`config.mk`:
```
export PLATFORM = sky130hd
export DESIGN_NAME = dmem_arbiter
export DESIGN_NICKNAME = d
export VERILOG_FILES = /design/src/rtl/dmem_arb_pkg.sv /design/src/rtl/arb_starve_ctr.sv /design/src/rtl/dmem_arbiter.sv
export SDC_FILE = /design/constraint.sdc
export NUM_CORES = 1
export LEC_CHECK = 0
export CAP_MARGIN = 20
export CORE_AREA = 2 2 118 120
export DETAILED_ROUTE_END_ITERATION = 6
export DIE_AREA = 0 0 120 122
export PLACE_DENSITY = 0.62
export SYNTH_ARGS = -nofsm -noshare
export SYNTH_HDL_FRONTEND = slang
export SYNTH_HIERARCHICAL = 1
export SYNTH_SLANG_ARGS = --single-unit
```
`constraint.sdc`:
```
create_clock -name clk -period 2.3 [get_ports clk]
set_input_delay 0.46 -clock clk [delete_from_list [all_inputs] [get_ports clk]]
set_output_delay 0.46 -clock clk [all_outputs]
set_load 0.01 [all_outputs]
```
`src/rtl/dmem_arb_pkg.sv`:
```
// Shared types and defaults for the data-memory arbiter.
// Latency: n/a (types only). Backpressure: n/a.
package dmem_arb_pkg;

  localparam int PKG_AW           = 32;
  localparam int PKG_DW           = 32;
  localparam int STARVE_LIMIT_DEF = 4;
  // Wide enough for the largest legal STARVE_LIMIT (15).
  localparam int STARVE_CNT_W     = 4;

  typedef enum logic {PORT_C, PORT_D} port_e;

  typedef struct packed {
    logic              we;
    logic [PKG_AW-1:0] addr;
    logic [PKG_DW-1:0] wdata;
  } mem_req_t;

endpackage

```
`src/rtl/arb_starve_ctr.sv`:
```
// Saturating count of consecutive cycles port D was refused; flags the limit.
// Latency: count updates at the edge after the refused cycle. Backpressure: frozen while hold is high.
module arb_starve_ctr
  import dmem_arb_pkg::*;
#(
  parameter int LIMIT = STARVE_LIMIT_DEF,
  parameter int W     = STARVE_CNT_W
) (
  input  logic         clk,
  input  logic         rst,
  input  logic         hold,
  input  logic         req,
  input  logic         gnt,
  output logic [W-1:0] cnt,
  output logic         at_limit
);

  logic [W-1:0] cnt_d;
  logic [W-1:0] cnt_q;

  always_comb begin
    cnt_d = cnt_q;
    if (hold) begin
      cnt_d = cnt_q;
    end else if (!req || gnt) begin
      cnt_d = '0;
    end else if (cnt_q < W'(LIMIT)) begin
      cnt_d = cnt_q + W'(1);
    end
  end

  always_ff @(posedge clk or negedge rst) begin
    if (!rst) begin
      cnt_q <= '0;
    end else begin
      cnt_q <= cnt_d;
    end
  end

  assign cnt      = cnt_q;
  assign at_limit = (cnt_q == W'(LIMIT));

endmodule

```
`src/rtl/dmem_arbiter.sv`:
```
// Two-port (C = LSU, D = debug/DMA) arbiter and sequencer in front of dmem.
// Latency: issue in the grant cycle, read data exactly one cycle later. Backpressure: req waits for gnt; hold blocks all grants.
module dmem_arbiter
  import dmem_arb_pkg::*;
#(
  parameter int AW           = PKG_AW,
  parameter int DW           = PKG_DW,
  parameter int STARVE_LIMIT = STARVE_LIMIT_DEF
) (
  input  logic          clk,
  input  logic          rst,
  input  logic          hold,

  input  logic          c_req,
  input  logic          c_we,
  input  logic [AW-1:0] c_addr,
  input  logic [DW-1:0] c_wdata,
  output logic          c_gnt,
  output logic          c_rvalid,
  output logic [DW-1:0] c_rdata,

  input  logic          d_req,
  input  logic          d_we,
  input  logic [AW-1:0] d_addr,
  input  logic [DW-1:0] d_wdata,
  output logic          d_gnt,
  output logic          d_rvalid,
  output logic [DW-1:0] d_rdata,

  output logic          mem_we,
  output logic          mem_re,
  output logic [AW-1:0] mem_a,
  output logic [DW-1:0] mem_wd,
  input  logic [DW-1:0] mem_rd,

  output logic          busy
);

  logic                    grant_en;
  logic                    d_force;
  logic                    any_gnt;
  logic                    starve_at_limit;
  logic [STARVE_CNT_W-1:0] starve_cnt;
  mem_req_t                issue_req;

  logic  rd_pend_d;
  logic  rd_pend_q;
  port_e rd_owner_d;
  port_e rd_owner_q;

  // Grants are gated by rst so nothing leaks onto dmem while reset is held.
  always_comb begin
    grant_en = rst & ~hold;
    d_force  = d_req & starve_at_limit;
    d_gnt    = grant_en & d_req & (starve_at_limit | ~c_req);
    c_gnt    = grant_en & c_req & ~d_force;
    any_gnt  = c_gnt | d_gnt;
  end

  always_comb begin
    issue_req = '0;
    if (c_gnt) begin
      issue_req.we    = c_we;
      issue_req.addr  = c_addr;
      issue_req.wdata = c_wdata;
    end else if (d_gnt) begin
      issue_req.we    = d_we;
      issue_req.addr  = d_addr;
      issue_req.wdata = d_wdata;
    end
  end

  assign mem_we = any_gnt &  issue_req.we;
  assign mem_re = any_gnt & ~issue_req.we;
  assign mem_a  = issue_req.addr;
  assign mem_wd = issue_req.wdata;

  // Pending flag is reloaded every edge, so a new read may issue in the response cycle.
  always_comb begin
    rd_pend_d  = mem_re;
    rd_owner_d = rd_owner_q;
    if (mem_re) begin
      rd_owner_d = d_gnt ? PORT_D : PORT_C;
    end
  end

  always_ff @(posedge clk or negedge rst) begin
    if (!rst) begin
      rd_pend_q  <= 1'b0;
      rd_owner_q <= PORT_C;
    end else begin
      rd_pend_q  <= rd_pend_d;
      rd_owner_q <= rd_owner_d;
    end
  end

  assign c_rvalid = rd_pend_q & (rd_owner_q == PORT_C);
  assign d_rvalid = rd_pend_q & (rd_owner_q == PORT_D);
  assign c_rdata  = c_rvalid ? mem_rd : '0;
  assign d_rdata  = d_rvalid ? mem_rd : '0;

  assign busy = rd_pend_q | (c_req & ~c_gnt) | (d_req & ~d_gnt);

  arb_starve_ctr #(
    .LIMIT (STARVE_LIMIT),
    .W     (STARVE_CNT_W)
  ) u_starve_ctr (
    .clk      (clk),
    .rst      (rst),
    .hold     (hold),
    .req      (d_req),
    .gnt      (d_gnt),
    .cnt      (starve_cnt),
    .at_limit (starve_at_limit)
  );

endmodule

```
; After elaboration in Yosys (flattened, before gate mapping)
; Index checks and enable logic that the tools add are counted.
[totals]
reg_bits = 6
input_bits = 167
[classes]
add_sub_neg = 1
order_cmp = 1
n_eq_ne = 1
muxes = 7
bitwise_logic = 23
reduce_logical = 4
[op_table]
columns = operator, count
row1 = $mux 65, 2
row2 = $mux 32, 2
row3 = $and 1x1->1, 12
row4 = $mux 4, 2
row5 = $not 1->1, 7
row6 = $add 4x1->4 const B, 1
row7 = $eq 4x3->1 const B, 1
row8 = $lt 4x3->1 const B, 1
row9 = $or 1x1->1, 4
row10 = $reduce_and 2->1, 1
row11 = $reduce_bool 2->1, 1
row12 = $logic_not 1->1, 1
row13 = $logic_or 1x1->1, 1
row14 = $mux 1, 1

; Logic depth before layout (Yosys ltp)
; Gate-level depths: netlist of the first run.
[logic_depth]
ltp_word = 8
depth_mapped = 10
ltp_nobuf = 8

; Hierarchy
; The synthesis of the first run kept the hierarchy.
[by_module_without_submodules]
columns = mod, instances, cells_per_inst, area_each_um2, seq_area_each_um2
row1 = dmem_arbiter, 1, 177, 1298.7, 50.0
row2 = arb_starve_ctr, 1, 20, 234.0, 100.1

; Worst setup path after synthesis of the first run
; OpenSTA, ideal clock, no wires.
[synth_path]
path_kind = reg2out
from = register u_starve_ctr.cnt_q[0] (netlist: u_starve_ctr/cnt[0])
to = output mem_re
arrival_time_ns = 1.755
t_required_ns = 1.840
path_slack_ns = 0.085
path_stages_with_launch = 9
path_cell_list = dfrtp_1 inv_1 ha_1 and3b_2 nand2b_1 and3_1 buf_2 buf_2 a211oi_1
[synth_via]
elab_chain_cells = 7
elab_cells_between_ends = 11
classes_between = eq/ne (1) / mux (2) / bitwise (8)
[synth_rtl]
columns = element, line
row1 = from (decl), arb_starve_ctr.sv:19  ; logic [W-1:0] cnt_q;
row2 = from (signal assigned), arb_starve_ctr.sv:36  ; cnt_q <= cnt_d;
row3 = $eq 4x3->1 *, arb_starve_ctr.sv:41  ; assign at_limit = (cnt_q == W'(LIMIT));
row4 = net starve_at_limit, dmem_arbiter.sv:42  ; logic starve_at_limit;
row5 = $or 1x1->1 *, dmem_arbiter.sv:55  ; d_gnt = grant_en & d_req & (starve_at_limit | ~c_req);
row6 = $and 1x1->1 *, dmem_arbiter.sv:55
row7 = net d_gnt, dmem_arbiter.sv:26  ; output logic d_gnt,
row8 = $mux 65, dmem_arbiter.sv:66  ; end else if (d_gnt) begin
row9 = $mux 65, dmem_arbiter.sv:62  ; if (c_gnt) begin
row10 = $not 1->1, dmem_arbiter.sv:74  ; assign mem_re = any_gnt & ~issue_req.we;
row11 = $and 1x1->1 *, dmem_arbiter.sv:74
row12 = to (decl), dmem_arbiter.sv:31  ; output logic mem_re,
; Mark *: on every way through the listed nets, which the timed path passes. The rest lies on a longest branch.

; Final worst setup path of the first run
[layout_path]
from = register u_starve_ctr.cnt_q[0] (netlist: u_starve_ctr/cnt[0])
to = output mem_a[7]
[layout_via]
elab_chain_cells = 5
elab_cells_between_ends = 8
classes_between = eq/ne (1) / mux (2) / bitwise (5)
[layout_rtl]
columns = element, line
row1 = $eq 4x3->1 *, arb_starve_ctr.sv:41
row2 = net starve_at_limit, dmem_arbiter.sv:42
row3 = $or 1x1->1 / $and 1x1->1 (equally long branches), "dmem_arbiter.sv:55, dmem_arbiter.sv:54"
row4 = $and 1x1->1 / $not 1->1 (equally long branches), "dmem_arbiter.sv:55, dmem_arbiter.sv:56"
row5 = $mux 65 / $and 1x1->1 (equally long branches), "dmem_arbiter.sv:66, dmem_arbiter.sv:56"
row6 = $mux 65 *, dmem_arbiter.sv:62
row7 = to (decl), dmem_arbiter.sv:32  ; output logic [AW-1:0] mem_a,
; Marked as above.

==> results of run 1 <==
worst paths after layout:
kind	from	endpoint	slack, ps	cells after the start
worst max register to register	u_starve_ctr/cnt[0]$_DFFE_PN0P_	u_starve_ctr/cnt[0]$_DFFE_PN0P_	360	9
max in group asynchronous	rst	u_starve_ctr/cnt[0]$_DFFE_PN0P_	1640	2
worst min register to register	u_starve_ctr/cnt[1]$_DFFE_PN0P_	u_starve_ctr/cnt[1]$_DFFE_PN0P_	620	2
min in group clk	u_starve_ctr/cnt[1]$_DFFE_PN0P_	u_starve_ctr/cnt[1]$_DFFE_PN0P_	620	2
worst max-delay path	u_starve_ctr/cnt[0]$_DFFE_PN0P_	mem_a[7]	-200	9
worst min-delay path	rst	rd_pend_q$_DFF_PN0_	540	2
routing by layer:
layer  vias up  track usage [%]
met4         0             2.28
met5         -                0
met2       144             26.6
li1       1413                -
met3        10             3.09
met1      1391             20.3
critical path, delay by kind of cell, from the launching register on:
| kind | cells | cell delay [ps] |
|---|---|---|
| simple gates | 3 | 570 |
| buf+inv | 4 | 500 |
| flops | 1 | 350 |
| compound gates | 1 | 250 |
| fa+ha+maj | 1 | 140 |
sequential cells by signal, indices dropped and copies added, names as in the netlist:
signal            cells
rd_pend_q             1
u_starve_ctr/cnt      4
rd_owner_q            1
final cells by class:
type / instances / area [um2] / area share (%)
clock buffers: 3 / 75.1 / 1.45
inverters: 4 / 15.0 / 0.290
multi-input cells: 162 / 1340 / 25.8
flip-flops and latches: 6 / 150 / 2.90
well taps: 180 / 225 / 4.34
repair buffers: 347 / 3380 / 65.2
timing repair:
| action | 4_1_cts | 5_1_grt |
|---|---|---|
| pin swaps | 23 | 36 |
| hold endpoints to repair | 0 | 0 |
| setup endpoints to repair | 69 | 68 |
| gates cloned | 6 | 4 |
| resized for setup | 302 | 17 |
| setup buffers | 10 | 5 |
power breakdown:
group | leakage, nW | internal (mW) | switching, mW
Combinational | 2.25 | 0.556 | 0.323
Clock | 0.0370 | 0.224 | 0.0660
Sequential | 0.0803 | 0.119 | 0.00751
layout by cell type, fill, tap and decap left out, drive strengths merged, types with 2 or more instances in the layout:
master         instances
nor2                   4
o21bai                 2
buf                  109
a22o                  65
nor2b                  4
inv                    4
dlygate4sd2            3
clkbuf                 7
a21oi                  3
and2                  33
dfrtp                  6
nand2b                 3
and3                  34
ha                     2
clkdlybuf4s50        231
through the flow:
step | setup slack (ps) | hold WS [ps] | power [mW]
2_1_floorplan | 85.4 | 164 | 0.370
3_3_place_gp | -658 | 584 | 0.935
3_5_place_dp | -654 | 608 | 0.945
4_1_cts | -197 | 542 | 1.27
5_1_grt | -246 | 572 | 1.36
6_report | -198 | 541 | 1.30
kinds of logic after synthesis:
kind of cell / Yosys count / synth area share, %
and+or+nand+nor: 83 / 35.2
AOI/OAI and AO/OA: 75 / 41.6
buffers and inverters: 29 / 10.4
DFF: 6 / 9.80
muxes: 2 / 1.39
adders and majority gates: 2 / 1.63
==> flow_summary.ini, run 1 <==
[detailed_routing]
wl_per_cell_um = 18.7
wirelength_mm = 13.1
met2_length_mm = 6.34
drt_first_pass_iters = 4
met3_length_um = 975
routedLengthMet1_mm = 5.68
postRouteAntennaNets = 0
maxUsedRoutingLayer = met4
drc = 0
viasPerCell = 4.21
vias = 2958
drt_iter0_drc = 135

[timing]
setup_viol_count_final = 67
worst_pin_slew_ps = 399
fin_skew_ps = 0.411
period_share_pct = 109
rsz0062_at_grt = yes
finalMaxSlewViolations = 0
final.setup.tns_ps = -9610
setup_ws_ps = -198
min_period_ps = 2500
hold_viol = 0
fmax_ghz = 0.400
maxSlewHeadroom_pct = 73.1

[setup_path]
critPathSlowestCell = dfrtp_1
worstSetupStartpointType = register
cp.arrival_ps = 2040
path_cells = inv_2 > ha_4 > and3b_2 > nand2b_4 > and3_4 > buf_4 > clkbuf_16 > a22o_1 > buf_2
path_class = reg -> out
critPathMaxFanout = 7
worstSetupEndpointType = output pin
critical_path_required_ps = 1840
critPathMaxStageDelay_ps = 350

[cells_and_area]
n_fill_cell = 1350
drive_gt1_share_pct = 26.2
utilization_pct = 38.4
diodes = 0
finalNetCount = 693
fin_area_um2 = 5180
areaGrowthSynthToFinish_pct = 238
layout.cells.non_filler = 702

[place]
place_area_um2 = 4850
dp.cells = 676
dp_hpwl_mm = 9.41
place.gp.congestion = 0.806
portBuffers = 301

[yosys]
yosysUniqueCellTypes = 29
synth_top_cell_by_area = a22o_1
synth_top_cell_area_share_pct = 37.1
synthArstFlopShare_pct = 100
synth_commonest_cells = a22o_1 (65), and3_1 (34), and2_1 (33)
netlist_area_um2 = 1530
synth_top_flop_cell = dfrtp_1
synth.net_count = 366
ys_warn_count = 6
synth_edf_count = 0
syn_inst = 197
netlist_top_cells_area = a22o_1 (37%), and3_1 (14%), and2_1 (13%)
ys_seq_area_share_pct = 9.80
syn_avg_cell_area_um2 = 7.78
ys_ff_latch = 6
yosysMostFrequentCell = a22o_1

[grt]
overflow = 0
grt_max_degree = 36
grt_pass1_vias = 2896
antenna_found_initial = 0
grt_pass1_wl_mm = 17.3
grt_usage_pct = 15.4

[die]
coreArea_um2 = 13500
ios = 302
die_w_um = 120
start_util_pct = 11.3
rows = 43
die_h_um = 122
die_area_um2 = 14600

[clocking]
cts_hold_buf = 0
clock-sinks = 6
cts_tree = yes
cts_root_buffer = clkbuf_16
clk_latency_ps = 230
cts_htree_levels = 1
cts_buffers = 3
cts_buffer_depth = 2
cts.clk_slew.worst_paths_ps = 30

[hold_path]
hp-class = in -> async

[flow_run]
cap_violations = 0

[run_status]
outcome = finished with violations
violations = negative setup slack

[power]
p_per_area_nw_per_um2 = 250
leakage_nw = 2.37
ir_drop_mv = 0.282
Note: power is estimated with default switching activity, not from simulation.
==> run 2: changes to the inputs <==
- CTS_CLUSTER_SIZE: default -> 24
- MAX_ROUTING_LAYER: default -> met4
==> run 2 against run 1 <==
The flow still finishes with violations (negative setup slack). Clock power barely moved. Sequential share of layout area barely moved. Cell count rose by 0.14%. Wire length fell by 0.71%.
==> flow_summary.ini, run 2 (synthesis gave the netlist of run 1 again) <==
[die]
ios = 302
coreArea_um2 = 13500
die_area_um2 = 14600
die_h_um = 122
start_util_pct = 11.3
die_w_um = 120
rows = 43

[timing]
fin_skew_ps = 0.250
setup_ws_ps = -195
setup_viol_count_final = 67
maxSlewHeadroom_pct = 73.5
hold_viol = 0
rsz0062_at_grt = yes
fmax_ghz = 0.401
min_period_ps = 2500
worst_pin_slew_ps = 394
period_share_pct = 108
final.setup.tns_ps = -10310
finalMaxSlewViolations = 0

[grt]
use_met2_pct = 26.6
use_met3_pct = 2.76
grt_pass1_wl_mm = 17.3
grt_use_met1_pct = 20.4
busiest_layer = met2
grt_max_degree = 36
antenna_found_initial = 0
overflow = 0
grt_pass1_vias = 2903
grt_usage_pct = 15.9

[clocking]
cts_buffer_depth = 2
cts_root_buffer = clkbuf_16
clk_latency_ps = 230
cts_tree = yes
cts_buffers = 3
cts.clk_slew.worst_paths_ps = 30
cts_htree_levels = 1
cts_hold_buf = 0
clock-sinks = 6

[place]
portBuffers = 301
place.gp.congestion = 0.818
dp_hpwl_mm = 9.41

[detailed_routing]
wl_per_cell_um = 18.5
vias = 2983
wirelength_mm = 13.0
drt_iter0_drc = 129
drc = 0
postRouteAntennaNets = 0
viasPerCell = 4.24
drt_first_pass_iters = 4

[power]
p_total_mw = 1.30
leakage_nw = 2.39
ir_drop_mv = 0.284
p_per_area_nw_per_um2 = 249

[cells_and_area]
n_fill_cell = 1346
drive_gt1_share_pct = 26.4
largest_reg_flops = 4
layout_commonest_cell = clkdlybuf4s50_1
utilization_pct = 38.7
layout_common_cells = clkdlybuf4s50_1 (231), a22o_1 (58), buf_2 (52)
areaGrowthSynthToFinish_pct = 241
finalNetCount = 694
diodes = 0

[hold_path]
hp-class = in -> async

[setup_path]
critPathMaxFanout = 8
critPathMaxStageDelay_ps = 350
critPathSlowestCell = dfrtp_1
path_class = reg -> out
path_cells = inv_2 > ha_4 > and3b_2 > nand2b_4 > and3_4 > buf_12 > buf_6 > a22o_1 > buf_2
worstSetupStartpointType = register
cp.arrival_ps = 2040
worstSetupEndpointType = output pin
critical_path_required_ps = 1840
critPathTopFamily = simple AND/OR/NAND/NOR gates
path_buf_inv = 4

[run_status]
violations = negative setup slack
outcome = finished with violations

[flow_run]
cap_violations = 0
-- run 2: changes by cell type in the layout (fill, tap and decap cells not counted) --
cell / previous run / this run
nand2_4: 0 / 1
buf_16: 5 / 6
buf_12: 6 / 7
buf_4: 25 / 24
nand2_2: 1 / 0
-- run 2: per-stage QoR --
stage	hold slack, ps	setup WS, ps	instance area, um2	cells
global route	572	-263	5230	703
global placement	584	-658	4850	676
floorplan	164	85.4	1530	197
CTS	542	-197	5020	695
finish	539	-195	5230	703
detailed placement	608	-654	4850	676
-- run 2: per-layer routing --
metal	up-vias	wire length, um
met2	151	6230
met1	1405	5690
li1	1415	-
met5	-	0
met4	0	126
met3	12	962
-- run 2: power by group --
group	internal, mW	switching, mW	total [mW]
registers	0.119	0.00751	0.127
logic	0.561	0.323	0.884
clock network	0.224	0.0665	0.290
total	0.905	0.397	1.30
-- run 2: worst paths after layout --
| kind | from | to | slack [ps] | depth (start not counted) |
|---|---|---|---|---|
| worst max register to register | u_starve_ctr/cnt[0]$_DFFE_PN0P_ | u_starve_ctr/cnt[0]$_DFFE_PN0P_ | 340 | 9 |
| worst min register to register | u_starve_ctr/cnt[1]$_DFFE_PN0P_ | u_starve_ctr/cnt[1]$_DFFE_PN0P_ | 620 | 2 |
| max in group asynchronous | rst | u_starve_ctr/cnt[0]$_DFFE_PN0P_ | 1640 | 2 |
| worst max-delay path | u_starve_ctr/cnt[0]$_DFFE_PN0P_ | mem_wd[4] | -200 | 9 |
| worst min-delay path | rst | rd_pend_q$_DFF_PN0_ | 540 | 2 |
| min in group clk | u_starve_ctr/cnt[1]$_DFFE_PN0P_ | u_starve_ctr/cnt[1]$_DFFE_PN0P_ | 620 | 2 |
-- run 2: area by class of cell --
type | count | area (um2) | share of cell area [%]
multi-input cells | 162 | 1340 | 25.7
clock buffers | 3 | 75.1 | 1.44
flip-flops and latches | 6 | 150 | 2.87
repair buffers | 348 | 3420 | 65.4
well taps | 180 | 225 | 4.31
inverters | 4 | 15.0 | 0.287
-- run 2: timing repair --
item	4_1_cts	5_1_grt
setup buffers	10	5
endpoints found under the setup margin	69	68
gates resized for setup	302	21
pin swaps	23	42
cloned	6	4
==> run 3: changes to the inputs <==
- clock period: 2.3 -> 2.8 ns (I/O delays scaled with it)
==> run 3 against run 2 <==
The flow now finishes without violations. Wire length shrank 3.3%. Final area is 3.8% lower. Core utilization shrank 1.5 points. Worst setup slack better by 240 ps. Flip-flop and latch count did not move. Global-route usage down 0.071 points. Die area unchanged. Critical path depth shrank 3. Cell count decreased by 2.6%. Non-clock buffer count shrank 18. Clock power is 21% lower. Largest cell class unchanged. Highest routed layer unchanged.
==> flow_summary.ini, run 3 (synthesis gave the netlist of run 1 again) <==
[grt]
overflow = 0
grt_usage_pct = 15.8
grt_max_degree = 36
grt_pass1_vias = 2861
grt_pass1_wl_mm = 17.5
antenna_found_initial = 0

[power]
ir_drop_mv = 0.574
p_per_area_nw_per_um2 = 200
leakage_nw = 2.29

[clocking]
cts.clk_slew.worst_paths_ps = 30
cts_buffer_depth = 2
cts_htree_levels = 1
cts_hold_buf = 0
cts_buffers = 3
cts_tree = yes
cts_root_buffer = clkbuf_16
clock-sinks = 6
clk_latency_ps = 230

[cells_and_area]
largest_reg_flops = 4
finalNetCount = 676
areaGrowthSynthToFinish_pct = 228
diodes = 0
drive_gt1_share_pct = 18.8
utilization_pct = 37.2
layout_commonest_cell = clkdlybuf4s50_1
layout_common_cells = clkdlybuf4s50_1 (231), a22o_1 (58), and2_1 (33)

[timing]
finalMaxSlewViolations = 0
fmax_ghz = 0.363
hold_ws_ps = 287
setup_viol_count_final = 0
fin_skew_ps = 0.858
final.setup.tns_ps = 0
min_period_ps = 2760
period_share_pct = 98.4
maxSlewHeadroom_pct = 81.1
worst_pin_slew_ps = 283
hold_viol = 0
rsz0062_at_grt = yes

[setup_path]
reg2reg_depth = 10
critPathTopFamily = buffers and inverters
ff2ff_setup_slack_ps = 740
rr_endpoint = u_starve_ctr/cnt[0]$_DFFE_PN0P_
critPathSlowestCell = clkdlybuf4s50_1
timing.rr.start = u_starve_ctr/cnt[0]$_DFFE_PN0P_
cp.arrival_ps = 2200
path_buf_inv = 3
path_cells = clkdlybuf4s50_1 > nand2_2 > and3_4 > bufbuf_16 > a22o_1 > dlygate4sd2_1
critPathMaxFanout = 16
critical_path_required_ps = 2240
worstSetupEndpointType = output pin
path_class = in -> out
critPathMaxStageDelay_ps = 540
worstSetupStartpointType = input port

[die]
start_util_pct = 11.3
die_h_um = 122
die_area_um2 = 14600
ios = 302
die_w_um = 120
coreArea_um2 = 13500
rows = 43

[place]
portBuffers = 301
dp_hpwl_mm = 9.39
place.gp.congestion = 0.794

[detailed_routing]
wirelength_mm = 12.6
viasPerCell = 4.17
drt_first_pass_iters = 4
wl_per_cell_um = 18.4
drc = 0
postRouteAntennaNets = 0
drt_iter0_drc = 139
vias = 2854

[run_status]
outcome = finished, final reports clean

[hold_path]
hp-class = in -> async

[flow_run]
cap_violations = 0
[run 3: cell types whose count changed in the layout (fill, tap and decap cells not counted), sizes merged]
cell and change:
dlymetal6s2s +2, bufbuf +3, clkdlybuf4s15 +12, dlygate4sd2 +9, buf -53, clkbuf +9
[run 3: cell type report]
cell class              count  area, um2
flip-flops and latches      6        150
repair buffers            330       3250
fillers                  1343       8480
multi-input cells         162       1320
well taps                 180        225
inverters                   4       15.0
clock buffers               3       75.1
[run 3: worst register-to-register path: stages, from the launching register on]
cell	delay (ps)
dfrtp_1	390
inv_2	70
ha_2	160
and3b_2	210
nand2b_4	120
and3_4	260
buf_4	130
buf_4	110
nand2b_4	130
o21bai_1	90
mux2_2	260
[run 3: how the worst max path moves through the flow]
stage	startpoint	endpoint	slack, ps	depth (start not counted)
floorplan	u_starve_ctr/cnt[0]$_DFFE_PN0P_	mem_re	490	8
global placement	rst	mem_wd[7]	-350	6
detailed placement	rst	mem_wd[9]	-360	6
CTS	rst	mem_wd[6]	-90	8
global route	u_starve_ctr/cnt[0]$_DFFE_PN0P_	mem_a[13]	2	9
finish	d_req	mem_a[23]	40	6
[run 3: through the flow]
| stage | setup slack [ps] | std cells | power [mW] | cell area (um2) |
|---|---|---|---|---|
| finish | 44.8 | 685 | 1.00 | 5030 |
| global route | 2.08 | 685 | 1.06 | 5030 |
| CTS | -94.1 | 685 | 1.00 | 5010 |
| detailed placement | -357 | 668 | 0.758 | 4780 |
| global placement | -355 | 668 | 0.747 | 4780 |
| floorplan | 485 | 197 | 0.304 | 1530 |
[run 3: repair_timing]
action / in CTS / in global routing
buffers inserted: 8 / 1
resized for setup: 175 / 55
pin swaps: 3 / 8
endpoints found under the setup margin: 68 / 56
gates cloned: 6 / 0
[run 3: power by group]
| part | total [mW] | switching (mW) | internal [mW] |
|---|---|---|---|
| sequential | 0.107 | 0.00881 | 0.0980 |
| clock | 0.230 | 0.0466 | 0.183 |
| combinational | 0.668 | 0.245 | 0.423 |
[run 3: per-layer routing]
layer / up-vias / track usage [%] / routed length (um)
met4: 0 / 1.99 / 96
li1: 1380 / - / -
met5: - / - / 0
met2: 131 / 25.1 / 6060
met3: 8 / 2.29 / 764
met1: 1335 / 21.8 / 5660
